<file path="src/rtl/mrd_stage_seq.sv">
// Stage/group sequencer for the mixed radix DFT engine: walks every group of
// every radix stage, issuing one butterfly command per group with a flush gap between stages.
module mrd_stage_seq #(
  parameter int MAX_STAGES = 6,
  parameter int PTS_W      = 12,
  parameter int GAP_CYC    = 8
) (
  input  logic                        clk,
  input  logic                        rst,
  input  logic                        start,
  input  logic [2:0]                  num_factors,
  input  logic [MAX_STAGES*3-1:0]     nf,
  input  logic [MAX_STAGES*PTS_W-1:0] dftpts_div_nf,
  input  logic [MAX_STAGES*PTS_W-1:0] twdl_demontr,
  output logic                        bfly_valid,
  input  logic                        bfly_ready,
  output logic [2:0]                  stage_idx,
  output logic [2:0]                  factor,
  output logic [PTS_W-1:0]            grp_idx,
  output logic [PTS_W-1:0]            twdl_numrtr_1,
  output logic [PTS_W-1:0]            twdl_demontr_o,
  output logic                        first_grp,
  output logic                        last_grp,
  output logic                        busy,
  output logic                        done,
  output logic                        cfg_err
);

  localparam logic [2:0] ST_IDLE = 3'd0;
  localparam logic [2:0] ST_LOAD = 3'd1;
  localparam logic [2:0] ST_RUN  = 3'd2;
  localparam logic [2:0] ST_GAP  = 3'd3;
  localparam logic [2:0] ST_DONE = 3'd4;
  localparam int GAP_W = $clog2(GAP_CYC + 1);

  logic [2:0]       state_r, nxt_state_s;
  logic [GAP_W-1:0] gap_cnt_r;
  logic [2:0]       nfac_r;
  logic [2:0]       nf_a_r  [MAX_STAGES];
  logic [PTS_W-1:0] div_a_r [MAX_STAGES];
  logic [PTS_W-1:0] dm_a_r  [MAX_STAGES];
  logic [2:0]       nf_in_s  [MAX_STAGES];
  logic [PTS_W-1:0] div_in_s [MAX_STAGES];
  logic [PTS_W-1:0] dm_in_s  [MAX_STAGES];
  logic             cfg_bad_s;

  logic             bfly_valid_r, busy_r, done_r, cfg_err_r;
  logic [2:0]       stage_r, factor_r;
  logic [PTS_W-1:0] grp_r, num_r, dm_o_r;
  logic             first_r, last_r;

  logic             load_fields_s;
  logic [2:0]       nxt_stage_s;
  logic [PTS_W-1:0] nxt_grp_s, nxt_num_s;

  // Unpack the raw configuration buses (stage 0 in the MS slice) and validate them.
  always_comb begin
    cfg_bad_s = (num_factors == 3'd0) || (int'(num_factors) > MAX_STAGES);
    for (int s = 0; s < MAX_STAGES; s++) begin
      nf_in_s[s]  = nf[(MAX_STAGES-1-s)*3 +: 3];
      div_in_s[s] = dftpts_div_nf[(MAX_STAGES-1-s)*PTS_W +: PTS_W];
      dm_in_s[s]  = twdl_demontr[(MAX_STAGES-1-s)*PTS_W +: PTS_W];
      if (s < int'(num_factors)) begin
        if ((nf_in_s[s] < 3'd2) || (nf_in_s[s] > 3'd5) ||
            (div_in_s[s] == '0) || (dm_in_s[s] == '0)) begin
          cfg_bad_s = 1'b1;
        end else begin
          cfg_bad_s = cfg_bad_s;
        end
      end else begin
        cfg_bad_s = cfg_bad_s;
      end
    end
  end

  // Next-state and next-command computation.
  always_comb begin
    nxt_state_s   = state_r;
    load_fields_s = 1'b0;
    nxt_stage_s   = stage_r;
    nxt_grp_s     = grp_r;
    nxt_num_s     = num_r;
    case (state_r)
      ST_IDLE: begin
        if (start) begin
          nxt_state_s = ST_LOAD;
        end else begin
          nxt_state_s = ST_IDLE;
        end
      end
      ST_LOAD: begin
        if (cfg_err_r) begin
          nxt_state_s = ST_IDLE;
        end else begin
          nxt_state_s   = ST_RUN;
          load_fields_s = 1'b1;
          nxt_stage_s   = 3'd0;
          nxt_grp_s     = '0;
          nxt_num_s     = '0;
        end
      end
      ST_RUN: begin
        if (bfly_valid_r && bfly_ready) begin
          if (last_r) begin
            nxt_state_s = ST_GAP;
          end else begin
            load_fields_s = 1'b1;
            nxt_grp_s     = grp_r + PTS_W'(1);
            // Numerator tracks grp mod denominator by wrapping, avoiding a divider.
            nxt_num_s     = (num_r == dm_o_r - PTS_W'(1)) ? '0 : num_r + PTS_W'(1);
          end
        end else begin
          nxt_state_s = ST_RUN;
        end
      end
      ST_GAP: begin
        if (gap_cnt_r == GAP_W'(GAP_CYC - 1)) begin
          if (stage_r < nfac_r - 3'd1) begin
            nxt_state_s   = ST_RUN;
            load_fields_s = 1'b1;
            nxt_stage_s   = stage_r + 3'd1;
            nxt_grp_s     = '0;
            nxt_num_s     = '0;
          end else begin
            nxt_state_s = ST_DONE;
          end
        end else begin
          nxt_state_s = ST_GAP;
        end
      end
      ST_DONE: nxt_state_s = ST_IDLE;
      default: nxt_state_s = ST_IDLE;
    endcase
  end

  // State, configuration latch and registered command/status outputs.
  always_ff @(posedge clk) begin
    if (rst) begin
      state_r      <= ST_IDLE;
      gap_cnt_r    <= '0;
      nfac_r       <= 3'd0;
      bfly_valid_r <= 1'b0;
      busy_r       <= 1'b0;
      done_r       <= 1'b0;
      cfg_err_r    <= 1'b0;
      stage_r      <= 3'd0;
      factor_r     <= 3'd0;
      grp_r        <= '0;
      num_r        <= '0;
      dm_o_r       <= '0;
      first_r      <= 1'b0;
      last_r       <= 1'b0;
      for (int s = 0; s < MAX_STAGES; s++) begin
        nf_a_r[s]  <= 3'd0;
        div_a_r[s] <= '0;
        dm_a_r[s]  <= '0;
      end
    end else begin
      state_r      <= nxt_state_s;
      busy_r       <= (nxt_state_s != ST_IDLE);
      bfly_valid_r <= (nxt_state_s == ST_RUN);
      done_r       <= (nxt_state_s == ST_DONE);
      // Error is flagged while the config is latched so the pulse lands in the LOAD cycle.
      cfg_err_r    <= (state_r == ST_IDLE) && start && cfg_bad_s;
      gap_cnt_r    <= (state_r == ST_GAP) ? gap_cnt_r + GAP_W'(1) : '0;
      if ((state_r == ST_IDLE) && start) begin
        nfac_r <= num_factors;
        for (int s = 0; s < MAX_STAGES; s++) begin
          nf_a_r[s]  <= nf_in_s[s];
          div_a_r[s] <= div_in_s[s];
          dm_a_r[s]  <= dm_in_s[s];
        end
      end
      if (load_fields_s) begin
        stage_r  <= nxt_stage_s;
        grp_r    <= nxt_grp_s;
        num_r    <= nxt_num_s;
        factor_r <= nf_a_r[nxt_stage_s];
        dm_o_r   <= dm_a_r[nxt_stage_s];
        first_r  <= (nxt_grp_s == '0);
        last_r   <= (nxt_grp_s == div_a_r[nxt_stage_s] - PTS_W'(1));
      end
    end
  end

  assign bfly_valid     = bfly_valid_r;
  assign busy           = busy_r;
  assign done           = done_r;
  assign cfg_err        = cfg_err_r;
  assign stage_idx      = stage_r;
  assign factor         = factor_r;
  assign grp_idx        = grp_r;
  assign twdl_numrtr_1  = num_r;
  assign twdl_demontr_o = dm_o_r;
  assign first_grp      = first_r;
  assign last_grp       = last_r;

endmodule

</file>
<file path="config.mk">
export PLATFORM = sky130hd
export DESIGN_NAME = mrd_stage_seq
export DESIGN_NICKNAME = d
export VERILOG_FILES = /design/src/rtl/mrd_stage_seq.sv
export SDC_FILE = /design/constraint.sdc
export NUM_CORES = 1
export LEC_CHECK = 0
export ABC_CLOCK_PERIOD_IN_PS = 6600
export CAP_MARGIN = 20
export CORE_MARGIN = 1
export CORE_UTILIZATION = 26
export CTS_BUF_LIST = sky130_fd_sc_hd__clkbuf_8
export CTS_CLUSTER_DIAMETER = 150
export DETAILED_ROUTE_END_ITERATION = 10
export PLACE_DENSITY = 0.53
export SLEW_MARGIN = 10
export SYNTH_ARGS = -nofsm -noshare
export SYNTH_HDL_FRONTEND = slang
export SYNTH_SLANG_ARGS = --single-unit
</file>
<file path="constraint.sdc">
create_clock -name clk -period 6.6 [get_ports clk]
set_clock_uncertainty 0.15 [all_clocks]
set_input_delay 1.32 -clock clk [delete_from_list [all_inputs] [get_ports clk]]
set_output_delay 1.32 -clock clk [all_outputs]
set_load 0.005 [all_outputs]
</file>
==> flow_metrics.py <==
metrics = {
    "run_status": {
        "status": "finished, final reports clean",
    },
    "grt": {
        "grt_max_degree": 94,
        "grt_antenna_before_repair": 0,
        "gr-total-overflow": 0,
        "track_usage": 0.160,
        "grt_pass1_vias": 8893,
        "grt_pass1_wl_um": 53400,
    },
    "floorplan": {
        "die_area_mm2": 0.0447,
        "chipHeight_um": 211,
        "core-area_mm2": 0.0432,
        "start_util": 0.264,
        "die_x_um": 211,
        "row_count": 76,
        "io_pins": 217,
    },
    "sta": {
        "setup_viol": 0,
        "slew-limit-headroom": 0.314,
        "report.final.slew_viol_count": 0,
        "min_period_ns": 5.09,
        "grt_setup_unrepaired": "no",
        "min_period_over_period": 0.772,
        "max_slew.worst_pin.slew_ns": 1.03,
        "finalHoldViolCount": 0,
        "clock.fmax_mhz": 196,
        "tns_ns": 0,
    },
    "final_layout": {
        "area_delta_synth_final_pct": 30.4,
        "fin_nets": 1472,
        "num_antenna_cells": 0,
        "multi_input_area_mm2": 0.00507,
        "final.fill_count": 4428,
        "drive_gt1_frac": 0.0704,
        "seqCellArea_mm2": 0.00603,
        "final_cell_mix": "215 x clkdlybuf4s50_1, 166 x and2_1, 162 x edfxtp_1",
        "final_common_cell": "clkdlybuf4s50_1",
    },
    "critical_path": {
        "startpoint_type": "flop",
        "crit_path_end_kind": "flop",
        "path_max_fanout": 44,
        "required_ns": 6.90,
        "cp.arrival_ns": 5.39,
        "path_class": "reg -> reg",
        "reg2reg_slack_ns": 1.51,
    },
    "clocking": {
        "htreeDepth": 2,
        "root_buffer": "clkbuf_8",
        "cts.clk_slew.worst_paths_ns": 0.05,
        "cts_sinks": 220,
        "cts.path.max_buffers": 3,
        "cts_tree": "yes",
        "cts.repair.resized": 0,
        "cts_setup_buffers": 0,
        "insertion_delay_ns": 0.58,
        "cts_hold_buf": 0,
        "cts_buffers": 40,
    },
    "yosys": {
        "synth_compound_area_frac": 0.117,
        "netlist_instances": 1086,
        "syn_area_mm2": 0.0114,
        "ys_seq_elements": 220,
        "yosys.area_share.simple": 0.242,
        "synth-main-ff-cell": "edfxtp_1",
        "synth_cell_types": 82,
        "synthMuxAreaShare": 0.0421,
        "synth_edf_count": 162,
        "async_reset_ff_frac": 0,
        "yosys.area_share.adder": 0.00987,
        "synth_top_family_by_area": "simple AND/OR/NAND/NOR gates",
        "yosys_warnings": 0,
        "ys_seq_area_frac": 0.528,
        "synthXorXnorAreaFrac": 0.0330,
        "avgSynthCellArea_um2": 10.5,
        "postSynthNetCount": 1264,
    },
    "detailed_routing": {
        "first_iter_violations": 657,
        "via_count": 9080,
        "drc": 0,
        "drtPass1Iterations": 5,
        "wl_um": 36100,
        "avgRoutedWirePerCell_um": 19.0,
        "ant_nets": 0,
        "viasPerCell": 4.76,
    },
    "power_and_ir_drop": {
        "p_per_area_mw_per_mm2": 219,
        "finalPower_uw": 3250,
        "leakagePower_uw": 0.00530,
        "vdd_ir_drop_max_v": 0.0000998,
    },
    "placed_design": {
        "numPortBuffers": 216,
        "place_congestion": 0.869,
        "dpl.hpwl_um": 27700,
    },
    "min_path": {
        "hold_path.class": "reg -> reg",
    },
    "job": {
        "maxCapViolations": 0,
    },
}
[per-stage QoR]
stage / setup WS, ns / utilization / instances / cell area [um^2] / hold slack, ns
2_1_floorplan: 1.77 / - / 1086 / 11400 / 0.283
3_3_place_gp: 1.59 / 0.328 / 1836 / 14100 / 0.298
3_5_place_dp: 1.56 / 0.328 / 1836 / 14100 / 0.300
4_1_cts: 1.49 / 0.344 / 1905 / 14900 / 0.310
5_1_grt: 1.20 / 0.345 / 1906 / 14900 / 0.329
6_report: 1.51 / 0.345 / 1906 / 14900 / 0.307
[metal layers]
| layer | track usage | share of wire |
|---|---|---|
| met5 | 0 | 0 |
| met2 | 0.247 | 0.45 |
| met3 | 0.0291 | 0.065 |
| met4 | 0.0635 | 0.033 |
| met1 | 0.220 | 0.46 |
[where the power goes]
| group | internal (uW) | leakage, uW | switching [uW] |
|---|---|---|---|
| logic | 213 | 0.00265 | 220 |
| registers | 1610 | 0.00222 | 51.5 |
| clock network | 581 | 0.000425 | 579 |
| total | 2400 | 0.00530 | 850 |
[cell families after synthesis]
group                      after synthesis
AOI/OAI and AO/OA                      202
xor gates and xnor gates                43
adders and majority gates                9
buffers and inverters                   77
DFF                                    220
muxes                                   41
and+or+nand+nor                        494
[worst max-delay path, stage by stage, from the launching register on]
cell and delay, ns:
dfxtp_1 0.36, inv_1 0.08, ha_1 0.21, xnor2_1 0.12, ha_1 0.32, a21oi_1 0.26, and3_1 0.44, nand3_2 0.39
nand2_4 0.22, buf_4 0.56, mux2_4 0.36, o21ai_2 0.18, a2111oi_1 0.11, or4b_1 0.55, a2111oi_2 0.37, a31oi_1 0.15
a211oi_2 0.20
[registers in the layout (all words and copies together) (netlist names), 4 cells and up]
signal,flops
gap_cnt_r,4
nf_a_r,18
dm_a_r,72
twdl_demontr_o,12
div_a_r,72
twdl_numrtr_1,12
grp_idx,12
[synthesized netlist by cell type, drive strengths merged, types with 3 or more instances]
cell type,n,area share
a211o,5,0.0038
a211oi,31,0.021
a21boi,3,0.0030
a21o,3,0.0026
a21oi,54,0.024
a311oi,3,0.0023
a31oi,10,0.0055
and2,167,0.092
and3,24,0.013
and3b,3,0.0023
buf,16,0.0078
clkbuf,45,0.015
dfxtp,58,0.10
edfxtp,162,0.43
ha,9,0.0099
inv,16,0.0053
mux2,3,0.0033
mux2i,33,0.029
mux4,5,0.0099
nand2,104,0.035
nand2b,4,0.0022
nand3,46,0.021
nand4,7,0.0044
nor2,45,0.016
nor2b,13,0.0071
nor3,13,0.0061
nor4,45,0.026
nor4b,4,0.0031
o211ai,3,0.0024
o21a,5,0.0033
o21ai,51,0.023
o31a,3,0.0023
o31ai,5,0.0033
or3,4,0.0022
or4,5,0.0036
xnor2,23,0.018
xor2,20,0.015
[final cells by class]
class | count | area share
inverters | 16 | 0.00404
clock buffers | 41 | 0.0379
multi-input cells | 789 | 0.341
repair buffers | 227 | 0.154
flip-flops and latches | 220 | 0.405
clock inverters | 28 | 0.00917
well taps | 585 | 0.0492
[worst paths after layout]
| check | start | end | cells after the start |
|---|---|---|---|
| worst min register to register | gap_cnt_r[0]$_SDFF_PP0_ | gap_cnt_r[0]$_SDFF_PP0_ | 1 |
| worst max-delay path | nfac_r[0]$_SDFFE_PP0P_ | last_grp$_SDFFE_PP0P_ | 16 |
| worst max register to register | nfac_r[0]$_SDFFE_PP0P_ | last_grp$_SDFFE_PP0P_ | 16 |
| worst min-delay path | gap_cnt_r[0]$_SDFF_PP0_ | gap_cnt_r[0]$_SDFF_PP0_ | 1 |
Note: power is estimated with default switching activity, not from simulation.
